<file path="src/rtl/ddr_burst_writer_if.sv">
// Bundles the FIFO read side, frame control and MIG app/wdf signals of the
// burst writer. The master side is the writer itself; the slave side is the
// environment (FIFO plus MIG).
interface ddr_burst_writer_if #(
    parameter int PIX_WIDTH    = 12,
    parameter int PIX_PER_WORD = 8,
    parameter int ADDR_WIDTH   = 27
);
    logic                        fifo_empty;
    logic                        fifo_rd;
    logic [PIX_WIDTH-1:0]        fifo_data;
    logic                        frame_start;
    logic                        app_rdy;
    logic                        app_en;
    logic [2:0]                  app_cmd;
    logic [ADDR_WIDTH-1:0]       app_addr;
    logic                        app_wdf_rdy;
    logic                        app_wdf_wren;
    logic                        app_wdf_end;
    logic [16*PIX_PER_WORD-1:0]  app_wdf_data;
    logic [2*PIX_PER_WORD-1:0]   app_wdf_mask;
    logic                        frame_done;

    modport master (
        input  fifo_empty, fifo_data, frame_start, app_rdy, app_wdf_rdy,
        output fifo_rd, app_en, app_cmd, app_addr, app_wdf_wren, app_wdf_end,
               app_wdf_data, app_wdf_mask, frame_done
    );

    modport slave (
        output fifo_empty, fifo_data, frame_start, app_rdy, app_wdf_rdy,
        input  fifo_rd, app_en, app_cmd, app_addr, app_wdf_wren, app_wdf_end,
               app_wdf_data, app_wdf_mask, frame_done
    );
endinterface

</file>
<file path="src/rtl/ddr_burst_writer.sv">
// Drains the camera CDC FIFO, packs PIX_PER_WORD pixels into one MIG app word
// (one 16-bit lane per pixel, first pixel in the LSBs) and issues a single-beat
// write command plus write-data beat per word into a linear frame buffer.
module ddr_burst_writer #(
    parameter int PIX_WIDTH    = 12,
    parameter int PIX_PER_WORD = 8,
    parameter int ADDR_WIDTH   = 27,
    parameter int BASE_ADDR    = 0,
    parameter int ADDR_STEP    = 8,
    parameter int FRAME_WORDS  = 38400
) (
    input  logic               clk,
    input  logic               rst,
    ddr_burst_writer_if.master bus
);
    localparam int CNT_W  = $clog2(PIX_PER_WORD + 1);
    localparam int IDX_W  = (FRAME_WORDS > 1) ? $clog2(FRAME_WORDS) : 1;
    localparam int DATA_W = 16 * PIX_PER_WORD;

    localparam logic [CNT_W-1:0]      PPW_C      = CNT_W'(PIX_PER_WORD);
    localparam logic [CNT_W-1:0]      LAST_CAP_C = CNT_W'(PIX_PER_WORD - 1);
    localparam logic [IDX_W-1:0]      LAST_IDX_C = IDX_W'(FRAME_WORDS - 1);
    localparam logic [ADDR_WIDTH-1:0] BASE_C     = ADDR_WIDTH'(BASE_ADDR);
    localparam logic [ADDR_WIDTH-1:0] STEP_C     = ADDR_WIDTH'(ADDR_STEP);

    typedef enum logic [0:0] {
        ST_FILL  = 1'b0,
        ST_ISSUE = 1'b1
    } state_t;

    state_t                state_r,   state_nxt_s;
    logic [CNT_W-1:0]      pops_r,    pops_nxt_s;
    logic [CNT_W-1:0]      caps_r,    caps_nxt_s;
    logic                  pend_r,    pend_nxt_s;     // a pop's data arrives this cycle
    logic                  fs_pend_r, fs_pend_nxt_s;  // frame_start seen while issuing
    logic [IDX_W-1:0]      idx_r,     idx_nxt_s;
    logic [ADDR_WIDTH-1:0] addr_r,    addr_nxt_s;
    logic [DATA_W-1:0]     data_r,    data_nxt_s;
    logic                  en_r,      en_nxt_s;
    logic                  wren_r,    wren_nxt_s;
    logic                  done_r,    done_nxt_s;
    logic                  fifo_rd_s;
    logic [15:0]           lane_s;

    // Next-state, counter, lane-packing and handshake logic for FILL/ISSUE.
    always_comb begin
        state_nxt_s   = state_r;
        pops_nxt_s    = pops_r;
        caps_nxt_s    = caps_r;
        pend_nxt_s    = 1'b0;
        fs_pend_nxt_s = fs_pend_r;
        idx_nxt_s     = idx_r;
        addr_nxt_s    = addr_r;
        data_nxt_s    = data_r;
        en_nxt_s      = en_r;
        wren_nxt_s    = wren_r;
        done_nxt_s    = 1'b0;
        fifo_rd_s     = 1'b0;
        lane_s        = {{(16-PIX_WIDTH){1'b0}}, bus.fifo_data};

        case (state_r)
            ST_FILL: begin
                fifo_rd_s = !rst && !bus.fifo_empty && (pops_r < PPW_C);
                if (bus.frame_start) begin
                    // Drop the partial word and any pop still in flight.
                    pops_nxt_s = {CNT_W{1'b0}};
                    caps_nxt_s = {CNT_W{1'b0}};
                    addr_nxt_s = BASE_C;
                    idx_nxt_s  = {IDX_W{1'b0}};
                end else begin
                    pend_nxt_s = fifo_rd_s;
                    if (fifo_rd_s) begin
                        pops_nxt_s = pops_r + {{(CNT_W-1){1'b0}}, 1'b1};
                    end else begin
                        pops_nxt_s = pops_r;
                    end
                    if (pend_r) begin
                        for (int k = 0; k < PIX_PER_WORD; k++) begin
                            if (caps_r == CNT_W'(k)) begin
                                data_nxt_s[16*k +: 16] = lane_s;
                            end
                        end
                        if (caps_r == LAST_CAP_C) begin
                            state_nxt_s = ST_ISSUE;
                            pops_nxt_s  = {CNT_W{1'b0}};
                            caps_nxt_s  = {CNT_W{1'b0}};
                            en_nxt_s    = 1'b1;
                            wren_nxt_s  = 1'b1;
                        end else begin
                            caps_nxt_s = caps_r + {{(CNT_W-1){1'b0}}, 1'b1};
                        end
                    end else begin
                        caps_nxt_s = caps_r;
                    end
                end
            end
            ST_ISSUE: begin
                en_nxt_s      = en_r && !bus.app_rdy;
                wren_nxt_s    = wren_r && !bus.app_wdf_rdy;
                fs_pend_nxt_s = fs_pend_r || bus.frame_start;
                if (!en_nxt_s && !wren_nxt_s) begin
                    state_nxt_s   = ST_FILL;
                    fs_pend_nxt_s = 1'b0;
                    if (idx_r == LAST_IDX_C) begin
                        addr_nxt_s = BASE_C;
                        idx_nxt_s  = {IDX_W{1'b0}};
                        done_nxt_s = 1'b1;
                    end else if (fs_pend_r || bus.frame_start) begin
                        addr_nxt_s = BASE_C;
                        idx_nxt_s  = {IDX_W{1'b0}};
                    end else begin
                        addr_nxt_s = addr_r + STEP_C;
                        idx_nxt_s  = idx_r + {{(IDX_W-1){1'b0}}, 1'b1};
                    end
                end else begin
                    state_nxt_s = ST_ISSUE;
                end
            end
            default: begin
                state_nxt_s = ST_FILL;
            end
        endcase
    end

    // State and output registers with synchronous reset.
    always_ff @(posedge clk) begin
        if (rst) begin
            state_r   <= ST_FILL;
            pops_r    <= {CNT_W{1'b0}};
            caps_r    <= {CNT_W{1'b0}};
            pend_r    <= 1'b0;
            fs_pend_r <= 1'b0;
            idx_r     <= {IDX_W{1'b0}};
            addr_r    <= BASE_C;
            data_r    <= {DATA_W{1'b0}};
            en_r      <= 1'b0;
            wren_r    <= 1'b0;
            done_r    <= 1'b0;
        end else begin
            state_r   <= state_nxt_s;
            pops_r    <= pops_nxt_s;
            caps_r    <= caps_nxt_s;
            pend_r    <= pend_nxt_s;
            fs_pend_r <= fs_pend_nxt_s;
            idx_r     <= idx_nxt_s;
            addr_r    <= addr_nxt_s;
            data_r    <= data_nxt_s;
            en_r      <= en_nxt_s;
            wren_r    <= wren_nxt_s;
            done_r    <= done_nxt_s;
        end
    end

    assign bus.fifo_rd      = fifo_rd_s;
    assign bus.app_en       = en_r;
    assign bus.app_cmd      = 3'b000;
    assign bus.app_addr     = addr_r;
    assign bus.app_wdf_wren = wren_r;
    assign bus.app_wdf_end  = wren_r;
    assign bus.app_wdf_data = data_r;
    assign bus.app_wdf_mask = {(2*PIX_PER_WORD){1'b0}};
    assign bus.frame_done   = done_r;
endmodule

</file>
<file path="src/flat_wrapper.sv">
// flat-port wrapper written by rule: the top's interface ports become plain ports
module ddr_burst_writer_flat 
#(
    parameter int PIX_WIDTH    = 12,
    parameter int PIX_PER_WORD = 8,
    parameter int ADDR_WIDTH   = 27,
    parameter int BASE_ADDR    = 0,
    parameter int ADDR_STEP    = 8,
    parameter int FRAME_WORDS  = 38400
)
  (clk, rst, bus_fifo_empty, bus_fifo_data, bus_frame_start, bus_app_rdy, bus_app_wdf_rdy, bus_fifo_rd, bus_app_en, bus_app_cmd, bus_app_addr, bus_app_wdf_wren, bus_app_wdf_end, bus_app_wdf_data, bus_app_wdf_mask, bus_frame_done);
  ddr_burst_writer_if #(.PIX_WIDTH(PIX_WIDTH), .PIX_PER_WORD(PIX_PER_WORD), .ADDR_WIDTH(ADDR_WIDTH)) bus_i ();
  input  logic clk;
  input  logic rst;
  input wire logic [$bits(bus_i.fifo_empty)-1:0] bus_fifo_empty;
  input wire logic [$bits(bus_i.fifo_data)-1:0] bus_fifo_data;
  input wire logic [$bits(bus_i.frame_start)-1:0] bus_frame_start;
  input wire logic [$bits(bus_i.app_rdy)-1:0] bus_app_rdy;
  input wire logic [$bits(bus_i.app_wdf_rdy)-1:0] bus_app_wdf_rdy;
  output wire logic [$bits(bus_i.fifo_rd)-1:0] bus_fifo_rd;
  output wire logic [$bits(bus_i.app_en)-1:0] bus_app_en;
  output wire logic [$bits(bus_i.app_cmd)-1:0] bus_app_cmd;
  output wire logic [$bits(bus_i.app_addr)-1:0] bus_app_addr;
  output wire logic [$bits(bus_i.app_wdf_wren)-1:0] bus_app_wdf_wren;
  output wire logic [$bits(bus_i.app_wdf_end)-1:0] bus_app_wdf_end;
  output wire logic [$bits(bus_i.app_wdf_data)-1:0] bus_app_wdf_data;
  output wire logic [$bits(bus_i.app_wdf_mask)-1:0] bus_app_wdf_mask;
  output wire logic [$bits(bus_i.frame_done)-1:0] bus_frame_done;
  assign bus_i.fifo_empty = bus_fifo_empty;
  assign bus_i.fifo_data = bus_fifo_data;
  assign bus_i.frame_start = bus_frame_start;
  assign bus_i.app_rdy = bus_app_rdy;
  assign bus_i.app_wdf_rdy = bus_app_wdf_rdy;
  assign bus_fifo_rd = bus_i.fifo_rd;
  assign bus_app_en = bus_i.app_en;
  assign bus_app_cmd = bus_i.app_cmd;
  assign bus_app_addr = bus_i.app_addr;
  assign bus_app_wdf_wren = bus_i.app_wdf_wren;
  assign bus_app_wdf_end = bus_i.app_wdf_end;
  assign bus_app_wdf_data = bus_i.app_wdf_data;
  assign bus_app_wdf_mask = bus_i.app_wdf_mask;
  assign bus_frame_done = bus_i.frame_done;
  ddr_burst_writer #(.PIX_WIDTH(PIX_WIDTH), .PIX_PER_WORD(PIX_PER_WORD), .ADDR_WIDTH(ADDR_WIDTH), .BASE_ADDR(BASE_ADDR), .ADDR_STEP(ADDR_STEP), .FRAME_WORDS(FRAME_WORDS)) u_core (.clk(clk), .rst(rst), .bus(bus_i));
endmodule
</file>
<file path="config.mk">
export PLATFORM = sky130hd
export DESIGN_NAME = ddr_burst_writer_flat
export DESIGN_NICKNAME = d
export VERILOG_FILES = /design/src/rtl/ddr_burst_writer_if.sv /design/src/rtl/ddr_burst_writer.sv /design/src/flat_wrapper.sv
export SDC_FILE = /design/constraint.sdc
export NUM_CORES = 1
export LEC_CHECK = 0
export BUFFER_PORTS_ARGS = -buffer_cell sky130_fd_sc_hd__buf_2
export CORE_MARGIN = 8
export CORE_UTILIZATION = 35
export CTS_BUF_LIST = sky130_fd_sc_hd__clkbuf_4
export DETAILED_ROUTE_END_ITERATION = 10
export HOLD_SLACK_MARGIN = 0.02
export PLACE_DENSITY = 0.67
export SETUP_SLACK_MARGIN = 0.4
export SYNTH_ARGS = -nofsm -noshare
export SYNTH_HDL_FRONTEND = slang
export SYNTH_SLANG_ARGS = --single-unit
</file>
<file path="constraint.sdc">
create_clock -name clk -period 2.2 [get_ports clk]
set_input_delay 0.44 -clock clk [delete_from_list [all_inputs] [get_ports clk]]
set_output_delay 0.44 -clock clk [all_outputs]
set_load 0.05 [all_outputs]
</file>
# After elaboration in Yosys (flattened, before gate mapping)
# Index checks and enable logic that the tools add are counted.
# classes
add_sub_neg	4
magnitude_cmp	1
eq_ne	13
mux	30
n_bitwise	3
n_reduce_logical	27
# ops
op	n
two-way mux 27 bit	4
two-way mux 16 bit	4
one-hot mux 27 bit (2 select lines)	1
one-hot mux 16 bit (2 select lines)	1
AND reduction 4 bit	8
two-way mux 4 bit	7
adder 27 x 4 -> 27 bit (second input constant)	1
adder 16 x 1 -> 16 bit (second input constant)	1
equality test 16 bit (second input constant)	1
equality test 4 x 3 -> 1 bit (second input constant)	4
two-way mux 1 bit	10
adder 4 x 1 -> 4 bit (second input constant)	2
equality test 4 x 2 -> 1 bit (second input constant)	2
zero test 1 bit	6
inequality test 2 bit (second input constant)	3
one-hot mux 1 bit (2 select lines)	3
OR reduction 3 bit	2
logical AND 1 bit	5
equality test 4 x 1 -> 1 bit (second input constant)	1
zero test 4 bit	1
less-than comparator 4 bit (second input constant)	1
inequality test 2 x 1 -> 1 bit (second input constant)	2
AND reduction 2 bit	2
inverter 1 bit	3
3 further kinds	3
# totals
reg_bits	153
out_inout_bits	179
wordCells	96

# Logic depth before layout (Yosys ltp)
# Gate-level depths: netlist (run 1).
# depth
word_depth	7
mapped_depth	8
mapped_depth_nobuf	6

# Least setup slack after synthesis (run 1)
# OpenSTA, ideal clock, no wires.
# synth_timing
path_kind	register -> register
startpoint	register u_core.addr_r[12], in the netlist u_core.bus.app_addr[12]
endpoint	register u_core.addr_r[22], in the netlist u_core.bus.app_addr[22]
arrival_time_ns	2.012
required_time_ns	2.126
slack_ns	0.114
stages_incl_launch_ff	7
n_path_buf	1
period_less_slack_ns	2.086
cell_sequence	dfxtp_1 -> and4_1 -> buf_4 -> nand4_1 -> or2_1 -> or4_1 -> a31oi_1
# synth_between
elab_chain_cells	5
# synth_rtl
element	line_no	text
start, declared	ddr_burst_writer.sv:37	logic [ADDR_WIDTH-1:0] addr_r, addr_nxt_s;
start signal, assigned	ddr_burst_writer.sv:146	addr_r <= addr_nxt_s;
adder 27 x 4 -> 27 bit	ddr_burst_writer.sv:112	addr_nxt_s = addr_r + STEP_C;
two-way mux 27 bit	ddr_burst_writer.sv:108	end else if (fs_pend_r || bus.frame_start) begin
two-way mux 27 bit	ddr_burst_writer.sv:104	if (idx_r == LAST_IDX_C) begin
two-way mux 27 bit	ddr_burst_writer.sv:101	if (!en_nxt_s && !wren_nxt_s) begin
one-hot mux 27 bit (2 select lines)	ddr_burst_writer.sv:61	case (state_r)
# No other way between the ends. The select of a mux whose other input is x is not followed.
# A chain may end at the register's enable or synchronous reset.

# Final worst setup path (run 1)
# layout_timing
startpoint	register u_core.idx_r[0]
endpoint	register u_core.addr_r[22], in the netlist u_core.bus.app_addr[22]
# layout_between
elab_chain_cells	4
# layout_rtl
element	line_no	text
start, declared	ddr_burst_writer.sv:36	logic [IDX_W-1:0] idx_r, idx_nxt_s;
start signal, assigned	ddr_burst_writer.sv:133	idx_r <= {IDX_W{1'b0}};
start signal, assigned	ddr_burst_writer.sv:145	idx_r <= idx_nxt_s;
equality test 16 bit	ddr_burst_writer.sv:104	
two-way mux 27 bit	ddr_burst_writer.sv:104	
two-way mux 27 bit	ddr_burst_writer.sv:101	
one-hot mux 27 bit (2 select lines)	ddr_burst_writer.sv:61	
# No other way between the ends. The select of a mux whose other input is x is not followed.

==> out/results.txt, run 1 <==
Worst Path Buf+Inv -> 1
RSZ-0062 raised after global routing -> yes
WL per Instance -> 16.68 um
Hold-fix buffers, CTS -> 0
Final Net Count -> 1010
Worst-Skew Late Latency -> 0.55 ns
Max Fclk -> 531.6 MHz
clock sink total -> 150
most frequent cells in the layout -> 137 x nand2_1, 135 x buf_2, 125 x dfxtp_1
CTS H-Tree Depth -> 4
CP startpoint kind -> flip-flop
vias per cell -> 5.112
gr usage total -> 0.1654
Pins Over Slew Limit -> 0
total power -> 4.950 mW
FFs w/ async S/R, synth -> 0
DRC viols -> 0
die area -> 0.02413 mm2
vias in the first global route -> 5877
Worst Clk Skew -> 0.02104 ns
Synth cell types -> 55
CTS Buf Count -> 17
Die W -> 155.3 um
Final Non-Filler Cells -> 1263
final setup violation count -> 0
commonest non-fill, non-tap cell in the layout -> nand2_1
Hold WC Path Type -> in2reg
CP required -> 2.67 ns
grt total ovfl -> 0
hold depth -> 2
layout cells sized above 1 -> 0.3146
pin count of the biggest net entering global routing -> 51
DPL Wire Length -> 13.78 mm
pwr dens -> 581.4 mW/mm2
worst-path maximum fanout -> 5
critical path class -> reg2reg
status -> completed
r2r startpoint -> u_core.idx_r[0]
ant diodes -> 0
CP peak stage delay -> 0.46 ns
CTS tree -> yes
Worst path top cell family by delay -> simple AND/OR/NAND/NOR gates
I/O Buffers -> 142
normalized max-slew margin -> 0.5482
Ys Warns -> 0
post-route cell area -> 0.008514 mm2
clk buf depth -> 2
# placed instances -> 1198
Cell Chain, Critical Path -> ha_4 > nand4_1 > nor4_4 > buf_4 > or2_4 > or4_1 > a31oi_1
period utilisation layout -> 0.8550
R2R depth -> 7
routed wire length -> 21.07 mm
Routed Antenna Nets -> 0
Core Region -> 0.01927 mm2
Clock Tree Root -> clkbuf_4
P_leak -> 3.269 nW
Setup crit start -> u_core.idx_r[0]
number of DRC markers in iteration 0 -> 400
Syn-to-layout area delta -> 25.32%
Synth Flop Type -> dfxtp_1
initial antenna violation count -> 1
die height -> 155.3 um
Least-Margin Pin Slew -> 0.6721 ns
synthesized area -> 0.006794 mm2
DRT Pass-1 Iters -> 5
io pins -> 197
Post-Syn Instances -> 837
Post-synth EDFFs -> 0
Period minus WS final -> 1.881 ns
Placed Area -> 0.007626 mm2
Peak supply drop -> 292.7 uV
Max-Cap Viols -> 0
Levels on crit path -> 7
hold path startpoint -> rst
Starting Density -> 0.3526
Final Hold Viols -> 0
Syn Area/Cell -> 8.117 um2
first-pass GRT wire length -> 32.35 mm
vias post-DR -> 6456
Seq/Total Area, Yosys -> 0.4420
post-route setup TNS -> 0 ns
number of synthesized register bits -> 150
CP arrival -> 2.35 ns
slowest CP cell -> or4_1
CP Capture Type -> flip-flop
routability cong. -> 0.7985
cell row count -> 51
CTS clk-pin slew, worst paths -> 0.13 ns
==> synthesized netlist by cell type, drive strengths merged, types with 5 or more instances <==
library cell  count  area (um2)
a21oi           122       610.6
a311oi           20       175.2
a31oi             7       43.79
and4              7       61.31
buf              72       535.5
clkbuf           53       198.9
dfxtp           150        3003
ha                7       87.58
inv               5       18.77
nand2           146       548.0
nand2b            5       31.28
nand3            98       495.5
nand3b            5       37.54
nand4            10       62.56
nor2             39       173.9
nor3             15       75.07
nor4              5       67.56
o21ai            10       61.31
or3               5       31.28
xnor2             8       70.07
==> stage by stage <==
stage / hold slack (ns) / utilization / setup WS [ns]
after floorplan: 0.4491 / - / 0.3994
after global placement: 0.4405 / 0.3957 / 0.1789
after detailed placement: 0.4430 / 0.3957 / 0.1129
after CTS: 0.08479 / 0.4252 / 0.2366
after global routing: 0.08919 / 0.4418 / 0.2237
final: 0.1359 / 0.4418 / 0.3190
==> report_power, final <==
part | total [mW] | switching, mW | internal (mW) | leakage (nW)
Clock | 1.78 | 1.06 | 0.718 | 0.158
Sequential | 2.71 | 0.00742 | 2.71 | 1.23
Combinational | 0.457 | 0.387 | 0.0695 | 1.89
==> registers in the layout (all words and copies together), names as in the netlist <==
| register | count |
|---|---|
| u_core.fs_pend_r | 1 |
| u_core.bus.app_wdf_end | 1 |
| u_core.bus.app_en | 1 |
| u_core.pops_r | 4 |
| u_core.bus.app_wdf_data | 96 |
| u_core.caps_r | 4 |
| u_core.pend_r | 1 |
| u_core.bus.frame_done | 1 |
| u_core.idx_r | 16 |
| u_core.bus.app_addr | 24 |
| u_core.state_r | 1 |
==> kinds of logic (layout without fill, tap and decap cells) <==
family / Yosys count / count (layout) / share of synthesized area
buffers and inverters: 130 / 238 / 0.1109
flip-flops: 150 / 150 / 0.4420
adder cells (fa/ha/maj): 7 / 7 / 0.01289
other: 1 / 54 / 0.0005520
AND/OR/NAND/NOR: 359 / 359 / 0.2608
AO/OA/AOI/OAI: 179 / 179 / 0.1587
XOR/XNOR: 11 / 11 / 0.01418
==> per-layer routing <==
metal,routed length [um],part of all wire,up-vias,track usage
met2,9887,0.47,273,0.2670
met4,307,0.015,2,0.04251
met1,8996,0.43,3024,0.2138
met5,13,0.00062,-,0
met3,1865,0.089,31,0.04521
li1,-,-,3126,-
==> timing repair <==
item | 4_1_cts | 5_1_grt
setup buffers | 11 | 14
setup endpoints to repair | 94 | 147
gates resized for setup | 34 | 36
cloned | 3 | 5
pin swaps | 16 | 16
==> path summary, 6_finish.rpt <==
check,endpoint,slack (ns)
worst max-delay path,u_core.bus.app_addr[22],0.32
worst max register to register,u_core.bus.app_addr[22],0.32
worst min-delay path,u_core.idx_r[8],0.14
worst min register to register,u_core.bus.app_wdf_data[70],0.46
==> area by class of cell <==
type	count	area (um2)
clock buffers	19	142.6
flip-flops and latches	150	3069
repair buffers	201	1370
inverters	5	18.77
multi-input cells	610	3436
well taps	265	331.6
clock inverters	13	146.4
fillers	1969	10760
(Power assumes the default switching activity.)
==> run 2, diff against run 1 <==
--- a/config.mk
+++ b/config.mk
@@ -5,13 +5,14 @@
 export SDC_FILE = /design/constraint.sdc
 export NUM_CORES = 1
 export LEC_CHECK = 0
+export ABC_AREA = 1
 export BUFFER_PORTS_ARGS = -buffer_cell sky130_fd_sc_hd__buf_2
 export CORE_MARGIN = 8
 export CORE_UTILIZATION = 35
 export CTS_BUF_LIST = sky130_fd_sc_hd__clkbuf_4
 export DETAILED_ROUTE_END_ITERATION = 10
 export HOLD_SLACK_MARGIN = 0.02
-export PLACE_DENSITY = 0.67
+export PLACE_DENSITY = 0.66
 export SETUP_SLACK_MARGIN = 0.4
 export SYNTH_ARGS = -nofsm -noshare
 export SYNTH_HDL_FRONTEND = slang
==> run 2 against run 1 <==
Compared with the run above: largest cell class unchanged; flip-flop and latch count unchanged; critical path depth down 4; combinational power up 5.0%.
==> out/results.txt, run 2 <==
status -> completed
Most common cell on crit path -> buf_8
I/O Buffers -> 142
Starting Density -> 0.3556
normalized max-slew margin -> 0.6466
Worst Path Buf+Inv -> 2
clock sink total -> 150
pwr dens -> 602.4 mW/mm2
P_leak -> 3.476 nW
Syn-to-layout area delta -> 16.22%
Least-Margin Pin Slew -> 0.5245 ns
max reg flops -> 96
Worst path top cell family by delay -> flip-flops
Worst Setup EP -> bus_fifo_rd
Ys Warns -> 0
slowest CP cell -> dfxtp_4
Yosys top cell area share -> 0.4339
synthesized area -> 0.006920 mm2
pin count of the biggest net entering global routing -> 73
io pins -> 197
synth cell count leaders -> 240 x nor2_1, 150 x dfxtp_1, 107 x nand2_1
Synth cell types -> 42
FFs w/ async S/R, synth -> 0
CP arrival -> 1.31 ns
Peak supply drop -> 290.7 uV
most frequent cell after synthesis -> nor2_1
Comb power frac -> 0.099
Max-Cap Viols -> 0
Max Fclk -> 570.0 MHz
Post-Syn Instances -> 936
R2R depth -> 8
critical path class -> reg2out
ant diodes -> 0
layout cells sized above 1 -> 0.2436
Cell Chain, Critical Path -> buf_8 > nor2_4 > buf_8
reg2reg end -> u_core.bus.app_wdf_data[42]
DPL Wire Length -> 14.31 mm
# placed instances -> 1310
largest area contributor in the netlist -> dfxtp_1
commonest non-fill, non-tap cell in the layout -> nor2_1
WL per Instance -> 14.48 um
Syn Area/Cell -> 7.394 um2
Synth area leaders -> dfxtp_1 43%, nor2_1 13%, o21ai_0 6.7%, buf_4 6.3%, nand2_1 5.8%
Worst-Skew Late Latency -> 0.55 ns
Switching Share -> 0.3022
CP startpoint kind -> flip-flop
Final Non-Filler Cells -> 1353
Pins Over Slew Limit -> 0
routability cong. -> 0.9262
Final Hold Viols -> 0
routed wire length -> 19.59 mm
Final Net Count -> 1101
Clock Tree Root -> clkbuf_4
die area -> 0.02453 mm2
number of DRC markers in iteration 0 -> 304
Net Sw Power -> 1.464 mW
CTS tree -> yes
die height -> 156.6 um
gr usage total -> 0.1540
CP required -> 1.76 ns
CP peak stage delay -> 0.38 ns
worst-path maximum fanout -> 2
Period minus WS final -> 1.754 ns
vias in the first global route -> 5556
RSZ-0062 raised after global routing -> yes
Die W -> 156.6 um
first-pass GRT wire length -> 29.75 mm
CP Capture Type -> primary output
Worst Clk Skew -> 0.02028 ns
post-route setup TNS -> 0 ns
Setup crit start -> u_core.state_r
cell row count -> 51
Post-synth EDFFs -> 0
clk buf depth -> 2
Seq/Total Area, Yosys -> 0.4339
r2r startpoint -> u_core.state_r
Clock power frac -> 0.337
period utilisation layout -> 0.7974
CTS H-Tree Depth -> 4
most frequent cells in the layout -> 239 x nor2_1, 141 x dfxtp_1, 126 x buf_2
Hold-fix buffers, CTS -> 0
final setup violation count -> 0
DRT Pass-1 Iters -> 5
reg2reg setup slack -> 0.54 ns
Levels on crit path -> 3
Synth Flop Type -> dfxtp_1
initial antenna violation count -> 0
sequential share of power -> 0.564
CTS Buf Count -> 17
vias per cell -> 4.616
grt total ovfl -> 0
number of synthesized register bits -> 150
vias post-DR -> 6246
DRC viols -> 0
Core Region -> 0.01946 mm2
Hold WC Path Type -> in2reg
Routed Antenna Nets -> 0
internal power -> 3.381 mW
CTS clk-pin slew, worst paths -> 0.13 ns
[run 2: worst min-delay path by stage]
stage,to,cells after the start,startpoint
after floorplan,u_core.pops_r[2],2,u_core.pops_r[2]
after global placement,u_core.bus.app_wdf_data[121],2,u_core.bus.app_wdf_data[121]
after detailed placement,u_core.bus.app_wdf_data[115],2,u_core.bus.app_wdf_data[115]
after CTS,u_core.bus.app_wdf_end,4,bus_app_wdf_rdy
after global routing,u_core.bus.app_wdf_end,4,bus_app_wdf_rdy
final,u_core.bus.app_wdf_end,4,bus_app_wdf_rdy
[run 2: metal layers]
metal  part of all wire  global-route usage
met3              0.097             0.05323
met1               0.45              0.1992
met4              0.013             0.04622
met2               0.43              0.2368
met5                  0                   0
[run 2: what timing repair did]
action | CTS | global route
endpoints found under the hold margin | 0 | 0
setup endpoints to repair | 3 | 37
setup buffers | 3 | 9
cloned | 0 | 0
gates resized for setup | 13 | 22
pin swaps | 1 | 3
[run 2: final cells by class]
type                       instances  area [um2]
sequential                       150        3017
clock buffer                      18       135.1
timing repair buffer             161       933.4
clock inverter                    13       126.4
fill                            2066       11420
tap                              265       331.6
inverter                          74       280.3
multi-input combinational        672        3219
[run 2: per-stage QoR]
| stage | cell area, um2 | hold WS (ns) | total power, mW | worst slack [ns] | utilization |
|---|---|---|---|---|---|
| floorplan | 7123 | 0.4436 | 3.242 | 0.4142 | - |
| global placement | 7592 | 0.4454 | 3.258 | 0.3872 | 0.3901 |
| detailed placement | 7592 | 0.4540 | 3.258 | 0.3471 | 0.3901 |
| CTS | 7911 | 0.1429 | 4.894 | 0.3945 | 0.4065 |
| global route | 8043 | 0.1620 | 5.050 | 0.3653 | 0.4132 |
| finish | 8043 | 0.1982 | 4.845 | 0.4457 | 0.4132 |
[run 2: kinds of logic after synthesis]
logic type | synth area share
AO/OA/AOI/OAI | 0.1146
XOR/XNOR | 0.007594
adder cells (fa/ha/maj) | 0.01266
buffers and inverters | 0.1327
flip-flops | 0.4339
other | 0.0005419
AND/OR/NAND/NOR | 0.2980
[run 2: power by group through the flow]
stage / clock network [mW] / logic, mW / registers (mW)
floorplan: 0 / 0.419 / 2.82
global placement: 0 / 0.464 / 2.79
detailed placement: 0 / 0.464 / 2.79
CTS: 1.69 / 0.469 / 2.73
global route: 1.80 / 0.510 / 2.74
finish: 1.63 / 0.480 / 2.73
[run 2: worst reg2reg max path: cells and delay by family (launching register included)]
kind | cells | cell delay [ns]
AND/OR/NAND/NOR | 5 | 0.64
flip-flops | 1 | 0.38
buffers and inverters | 3 | 0.58
